File: src/rtl/debug_types.sv
// debug_types: shared types for the abstract-command engine.
//   state_e  - command FSM states
//   ERR_*    - abstractcs.cmderr codes
//   cmd_t    - field view of an access-register command word
//   *_LO/HI  - regno windows for CSRs and GPRs
package debug_types;
  typedef enum logic [2:0] {ST_IDLE, ST_CHECK, ST_REQ, ST_WAIT, ST_DONE} state_e;
  localparam logic [2:0] ERR_NONE   = 3'd0;
  localparam logic [2:0] ERR_BUSY   = 3'd1;
  localparam logic [2:0] ERR_NOTSUP = 3'd2;
  localparam logic [2:0] ERR_EXC    = 3'd3;
  localparam logic [2:0] ERR_HALT   = 3'd4;
  typedef struct packed {
    logic [7:0]  cmdtype;
    logic        rsvd;
    logic [2:0]  aarsize;
    logic        postinc;
    logic        postexec;
    logic        transfer;
    logic        write;
    logic [15:0] regno;
  } cmd_t;
  localparam logic [15:0] CSR_LO = 16'h0000;
  localparam logic [15:0] CSR_HI = 16'h0fff;
  localparam logic [15:0] GPR_LO = 16'h1000;
  localparam logic [15:0] GPR_HI = 16'h101f;
  localparam logic [2:0]  AARSIZE_32 = 3'd2;
endpackage

File: src/rtl/dbg_timeout_ctr.sv
// dbg_timeout_ctr: counts wait cycles for a bus acknowledge.
//   clk, rst_n - clock, async active-low reset
//   start      - restart the count at zero (cycle before waiting begins)
//   tick       - a waiting cycle
//   expired    - this waiting cycle is the last one allowed (TIMEOUT-th)
module dbg_timeout_ctr #(
  parameter int TIMEOUT = 16
) (
  input  logic clk,
  input  logic rst_n,
  input  logic start,
  input  logic tick,
  output logic expired
);
  localparam int W = $clog2(TIMEOUT + 1);
  logic [W-1:0] cnt_q, cnt_d;
  assign expired = tick && (cnt_q == W'(TIMEOUT - 1));
  always_comb cnt_d = start ? '0 : (tick && !expired) ? cnt_q + 1'b1 : cnt_q;
  always_ff @(posedge clk or negedge rst_n)
    if (!rst_n) cnt_q <= '0;
    else cnt_q <= cnt_d;
endmodule

File: src/rtl/debug_abstract_cmd.sv
// debug_abstract_cmd: RISC-V debug-module abstract access-register command engine.
//   iClk/iRst_n           - clock, async active-low reset
//   iCmdValid/iCmd        - command register write
//   iHalted, iCmdErrClr   - hart halted, W1C mask for cmderr
//   iData0/oData0We/oData0 - data0 source for writes, load pulse for reads
//   oBusy/oCmdErr         - abstractcs.busy / cmderr
//   oCmdUpd/oCmdNext      - postincrement rewrite of the command register
//   oRf*/iRf*             - GPR access port
//   oCsr*/iCsr*           - CSR access port
module debug_abstract_cmd
  import debug_types::*;
#(
  parameter int TIMEOUT = 16
) (
  input  logic        iClk,
  input  logic        iRst_n,
  input  logic        iCmdValid,
  input  logic [31:0] iCmd,
  input  logic        iHalted,
  input  logic [2:0]  iCmdErrClr,
  input  logic [31:0] iData0,
  output logic        oBusy,
  output logic [2:0]  oCmdErr,
  output logic        oData0We,
  output logic [31:0] oData0,
  output logic        oCmdUpd,
  output logic [31:0] oCmdNext,
  output logic        oRfReq,
  output logic        oRfWe,
  output logic [4:0]  oRfAddr,
  output logic [31:0] oRfWdata,
  input  logic        iRfAck,
  input  logic [31:0] iRfRdata,
  output logic        oCsrReq,
  output logic        oCsrWe,
  output logic [11:0] oCsrAddr,
  output logic [31:0] oCsrWdata,
  input  logic        iCsrAck,
  input  logic        iCsrErr,
  input  logic [31:0] iCsrRdata
);
  state_e     state_q, state_d;
  cmd_t       cmd_q, cmd_d;
  logic [2:0] cmderr_q, cmderr_d;
  logic       fail_q, fail_d;
  logic [2:0] own_err, err_code;
  logic       accept, is_csr, in_range, unsup, ack, ack_err, expired;
  assign accept   = (state_q == ST_IDLE) && iCmdValid && (cmderr_q == ERR_NONE);
  assign is_csr   = cmd_q.regno <= CSR_HI;
  assign in_range = is_csr || (cmd_q.regno >= GPR_LO && cmd_q.regno <= GPR_HI);
  assign unsup    = (cmd_q.cmdtype != 8'd0) || cmd_q.postexec ||
                    (cmd_q.transfer && (cmd_q.aarsize != AARSIZE_32 || !in_range));
  assign ack      = is_csr ? iCsrAck : iRfAck;
  assign ack_err  = is_csr && iCsrAck && iCsrErr;
  dbg_timeout_ctr #(.TIMEOUT(TIMEOUT)) u_timeout (
    .clk    (iClk),
    .rst_n  (iRst_n),
    .start  (state_q == ST_REQ),
    .tick   (state_q == ST_WAIT),
    .expired(expired)
  );
  always_ff @(posedge iClk or negedge iRst_n)
    if (!iRst_n) begin
      state_q  <= ST_IDLE;
      cmd_q    <= '0;
      cmderr_q <= ERR_NONE;
      fail_q   <= 1'b0;
    end else begin
      state_q  <= state_d;
      cmd_q    <= cmd_d;
      cmderr_q <= cmderr_d;
      fail_q   <= fail_d;
    end
  always_comb begin
    state_d = state_q;
    unique case (state_q)
      ST_IDLE:  state_d = accept ? ST_CHECK : ST_IDLE;
      ST_CHECK: state_d = (unsup || !cmd_q.transfer || !iHalted) ? ST_DONE : ST_REQ;
      ST_REQ:   state_d = ST_WAIT;
      ST_WAIT:  state_d = (ack || expired) ? ST_DONE : ST_WAIT;
      default:  state_d = ST_IDLE;
    endcase
  end
  // The running command's own error outranks a busy-write error in the same
  // cycle; fail_q remembers the own error so DONE can suppress postincrement.
  always_comb begin
    own_err  = (state_q == ST_CHECK) ? (unsup ? ERR_NOTSUP : (cmd_q.transfer && !iHalted) ? ERR_HALT : ERR_NONE) :
               (state_q == ST_WAIT)  ? ((ack ? ack_err : expired) ? ERR_EXC : ERR_NONE) : ERR_NONE;
    err_code = (own_err != ERR_NONE) ? own_err :
               (state_q != ST_IDLE && iCmdValid) ? ERR_BUSY : ERR_NONE;
    cmderr_d = (cmderr_q == ERR_NONE && err_code != ERR_NONE) ? err_code : cmderr_q & ~iCmdErrClr;
    fail_d   = (state_q == ST_IDLE) ? 1'b0 : fail_q | (own_err != ERR_NONE);
    cmd_d    = accept ? cmd_t'(iCmd) : cmd_q;
  end
  always_comb begin
    oBusy     = state_q != ST_IDLE;
    oCmdErr   = cmderr_q;
    oCsrReq   = (state_q == ST_REQ) && is_csr;
    oRfReq    = (state_q == ST_REQ) && !is_csr;
    oCsrWe    = oCsrReq && cmd_q.write;
    oRfWe     = oRfReq && cmd_q.write;
    oCsrAddr  = cmd_q.regno[11:0];
    oRfAddr   = cmd_q.regno[4:0];
    oCsrWdata = iData0;
    oRfWdata  = iData0;
    oData0We  = (state_q == ST_WAIT) && ack && !ack_err && !cmd_q.write;
    oData0    = is_csr ? iCsrRdata : iRfRdata;
    oCmdUpd   = (state_q == ST_DONE) && cmd_q.postinc && cmd_q.transfer && !fail_q;
    oCmdNext  = {cmd_q[31:16], cmd_q.regno + 16'd1};
  end
endmodule

File: config.mk
export PLATFORM = sky130hd
export DESIGN_NAME = debug_abstract_cmd
export DESIGN_NICKNAME = d
export VERILOG_FILES = /design/src/rtl/debug_types.sv /design/src/rtl/dbg_timeout_ctr.sv /design/src/rtl/debug_abstract_cmd.sv
export SDC_FILE = /design/constraint.sdc
export NUM_CORES = 1
export LEC_CHECK = 0
export CELL_PAD_IN_SITES_DETAIL_PLACEMENT = 0
export CELL_PAD_IN_SITES_GLOBAL_PLACEMENT = 1
export CORE_AREA = 2 2 114 116
export CTS_BUF_LIST = sky130_fd_sc_hd__clkbuf_4 sky130_fd_sc_hd__clkbuf_8
export DETAILED_ROUTE_END_ITERATION = 12
export DIE_AREA = 0 0 116 118
export DONT_BUFFER_PORTS = 1
export PLACE_DENSITY_LB_ADDON = 0.3
export SLEW_MARGIN = 20
export SYNTH_ARGS = -nofsm -noshare
export SYNTH_HDL_FRONTEND = slang
export SYNTH_SLANG_ARGS = --single-unit
File: constraint.sdc
create_clock -name iClk -period 1.95 [get_ports iClk]
set_clock_uncertainty 0.1 [all_clocks]
set_input_delay 0.39 -clock iClk [delete_from_list [all_inputs] [get_ports iClk]]
set_output_delay 0.39 -clock iClk [all_outputs]
set_load 0.1 [all_outputs]
==> results by group <==
STA
  • Min Clock Period, post-route: 2446 ps
  • Tcrit/Tclk final: 1.254
  • RSZ-0062 raised after global routing: true
  • Relative slew slack: 0.4063
  • Final hold violations: 0
  • Final setup fails: 55
  • Final WS setup: -495.9 ps
  • Count of pins over their slew limit: 0
  • Fmax: 0.4089 GHz
  • Actual slew at the worst max-slew pin: 890.5 ps

Synth
  • Synth cell types: 48
  • Dominant cell type by area after synthesis: dfrtp_1
  • Syn Area/Cell: 8.488 µm²
  • Yosys warns: 0
  • Share of the synthesized area in the top cell type: 0.3219
  • Synth area leaders: dfrtp_1, buf_4, nand2_1, mux2_2, nand3_1
  • Number of synthesized register bits: 44
  • EDFF count, synth: 0
  • Syn Nets: 545
  • Main flop type after synthesis: dfrtp_1
  • Cells after synthesis: 403
  • Synth async-reset ratio: 1.000
  • Seq/Total Area, Yosys: 0.3219
  • Synthesized cell area: 3421 µm²

Finish
  • FF/Latch Area: 1116 µm²
  • Final net count: 572
  • Fill count: 1089
  • Commonest cells after routing, fill and taps aside: buf_4, nand2_8, mux2_2, dfrtp_1, buf_12
  • Area Growth Syn to Fin: 84.97%
  • Fin util: 0.5097
  • Most common cell after layout, fill and taps aside: buf_4
  • Multi-input logic area: 3237 µm²
  • Layout cell share with drive strength beyond 1: 0.7773
  • Design area: 6327 µm²

Clock network
  • CTS Sinks: 44
  • Clock Latency Late Sink: 290 ps
  • Cts bufs inserted: 5
  • Reg clk slew, reported paths: 90 ps
  • Root Buffer Master: clkbuf_8
  • CTS tree: built
  • H-Tree Depth: 2
  • Longest Clk Path Bufs: 2

GRT
  • Vias in the first global route: 3068
  • Maximum number of pins on one net before global-route repair: 45
  • GRT overflow: 0
  • First-pass GRT wire length: 16.55 mm
  • Initial antenna violation count: 1
  • GRT Total Usage: 0.1544

Drt
  • Via density: 4.649
  • WL final: 11.00 mm
  • DR vias: 2808
  • Pre-Repair DR Iteration Count: 4
  • Post-DRT Antenna Nets: 0
  • WL per Instance: 18.21 µm
  • DRC: 0
  • 1st-iter DRT viols: 74

Floorplan
  • Row count: 41
  • Die X: 116 µm
  • Core region area: 12410 µm²
  • Starting Density: 0.2755
  • Boundary pin count: 293
  • DIE AREA: 13690 µm²
  • Die height: 118 µm

Placement
  • Placer Congestion: 0.8030
  • Cell Area, Placed: 5140 µm²
  • Detailed placer's ending HPWL: 8.162 mm
  • Port Buffer Count: 0

Hold path
  • Hold Path Stages: 1
  • Hold Path Class: in2reg

Worst setup path
  • CP bufs+invs: 1
  • Critical Path End Type: output port
  • Crit path depth: 5
  • Crit-path slowest cell: or4_4
  • Kind of critical path: reg2out
  • CP arrival: 1960 ps
  • CP startpoint kind: register
  • Worst reg2reg path depth: 7
  • Kind of cell adding the most delay to the critical path: simple AND/OR/NAND/NOR gates
  • CP max FO: 3
  • Crit path cell chain: nand3_4 > or4_4 > nor3_4 > xor2_4 > buf_12
  • CP required: 1460 ps
  • Crit path largest cell delay: 570 ps

Outcome
  • Status: finished with violations
  • Failing checks: setup timing

Run
  • # Max-Cap Violations: 0
-- cell families after synthesis --
logic type | after synthesis | share of synthesized area
mux | 35 | 0.1178
simple gates | 167 | 0.2271
xor+xnor | 15 | 0.03841
fa+ha+maj | 4 | 0.01463
compound gates | 18 | 0.03841
buf+inv | 120 | 0.2418
flops | 44 | 0.3219
-- worst reg2reg max path, cell delays in order, from the launching register on --
cell,delay [ps]
dfrtp_2,420
buf_6,110
or4_4,520
buf_6,180
buf_6,110
mux2i_4,190
and3_4,200
a221o_1,260
-- layout make-up --
type / count / share of cell area
multi-input combinational: 239 / 0.5116
timing repair buffer: 130 / 0.2513
sequential: 44 / 0.1764
tap: 172 / 0.03401
clock buffer: 7 / 0.01523
inverter: 10 / 0.006328
clock inverter: 1 / 0.004746
antenna: 1 / 0.0003955
-- repair_timing --
item | in CTS | in global routing
endpoints found under the hold margin | 44 | 0
pin swaps | 54 | 37
cloned | 3 | 0
resized for setup | 108 | 57
hold buffers | 2 | 0
endpoints found under the setup margin | 58 | 63
buffers inserted | 18 | 13
-- through the flow --
| step | setup slack, ps | std cells | TNS [ps] | hold WS, ps |
|---|---|---|---|---|
| floorplan | -472.6 | 403 | -7405 | -5.591 |
| global placement | -216.1 | 568 | -5461 | -4.424 |
| detailed placement | -273.6 | 568 | -6488 | -4.508 |
| CTS | -524.4 | 597 | -21130 | 74.61 |
| global route | -565.0 | 604 | -24060 | 68.70 |
| finish | -495.9 | 604 | -20620 | 81.63 |
-- sequential cells by signal, summed over array words and instances (netlist names) --
register         flops
u_timeout.cnt_q      5
fail_q               1
oCmdErr              3
cmd_q                4
oCsrAddr            12
oCmdNext            16
state_q              3
-- per-layer routing --
layer,part of all wire,up-vias,GRT usage
li1,-,1276,-
met3,0.11,6,0.05870
met2,0.55,183,0.2833
met5,0,-,0
met1,0.34,1343,0.1655
met4,0.0057,0,0.03423
-- synth_stat cells (5+ instances only) --
cell	instances
clkbuf_1	8
inv_1	10
xnor2_1	7
mux2_2	32
nand2_1	108
xor2_1	8
nand3_1	14
nor3_1	8
dfrtp_1	44
nor2_1	10
buf_4	97
and3_1	5
-- path summary, 6_finish.rpt --
| path | from | to | slack (ps) |
|---|---|---|---|
| worst max-delay path | oCsrAddr[0] | oCmdNext[15] | -500 |
| worst min-delay path | iCmdErrClr[2] | oCmdErr[2] | 80 |
| worst max register to register | cmd_q[13] | oCmdErr[0] | -260 |
| worst min register to register | u_timeout.cnt_q[4] | u_timeout.cnt_q[4] | 420 |
| max in group asynchronous | iRst_n | cmd_q[13] | 1020 |
| min in group asynchronous | iRst_n | oCmdNext[23] | 510 |
Power is left out: the tool's default activity adds up to more than one toggle a clock period on the data nets, which glitch-free logic cannot reach.
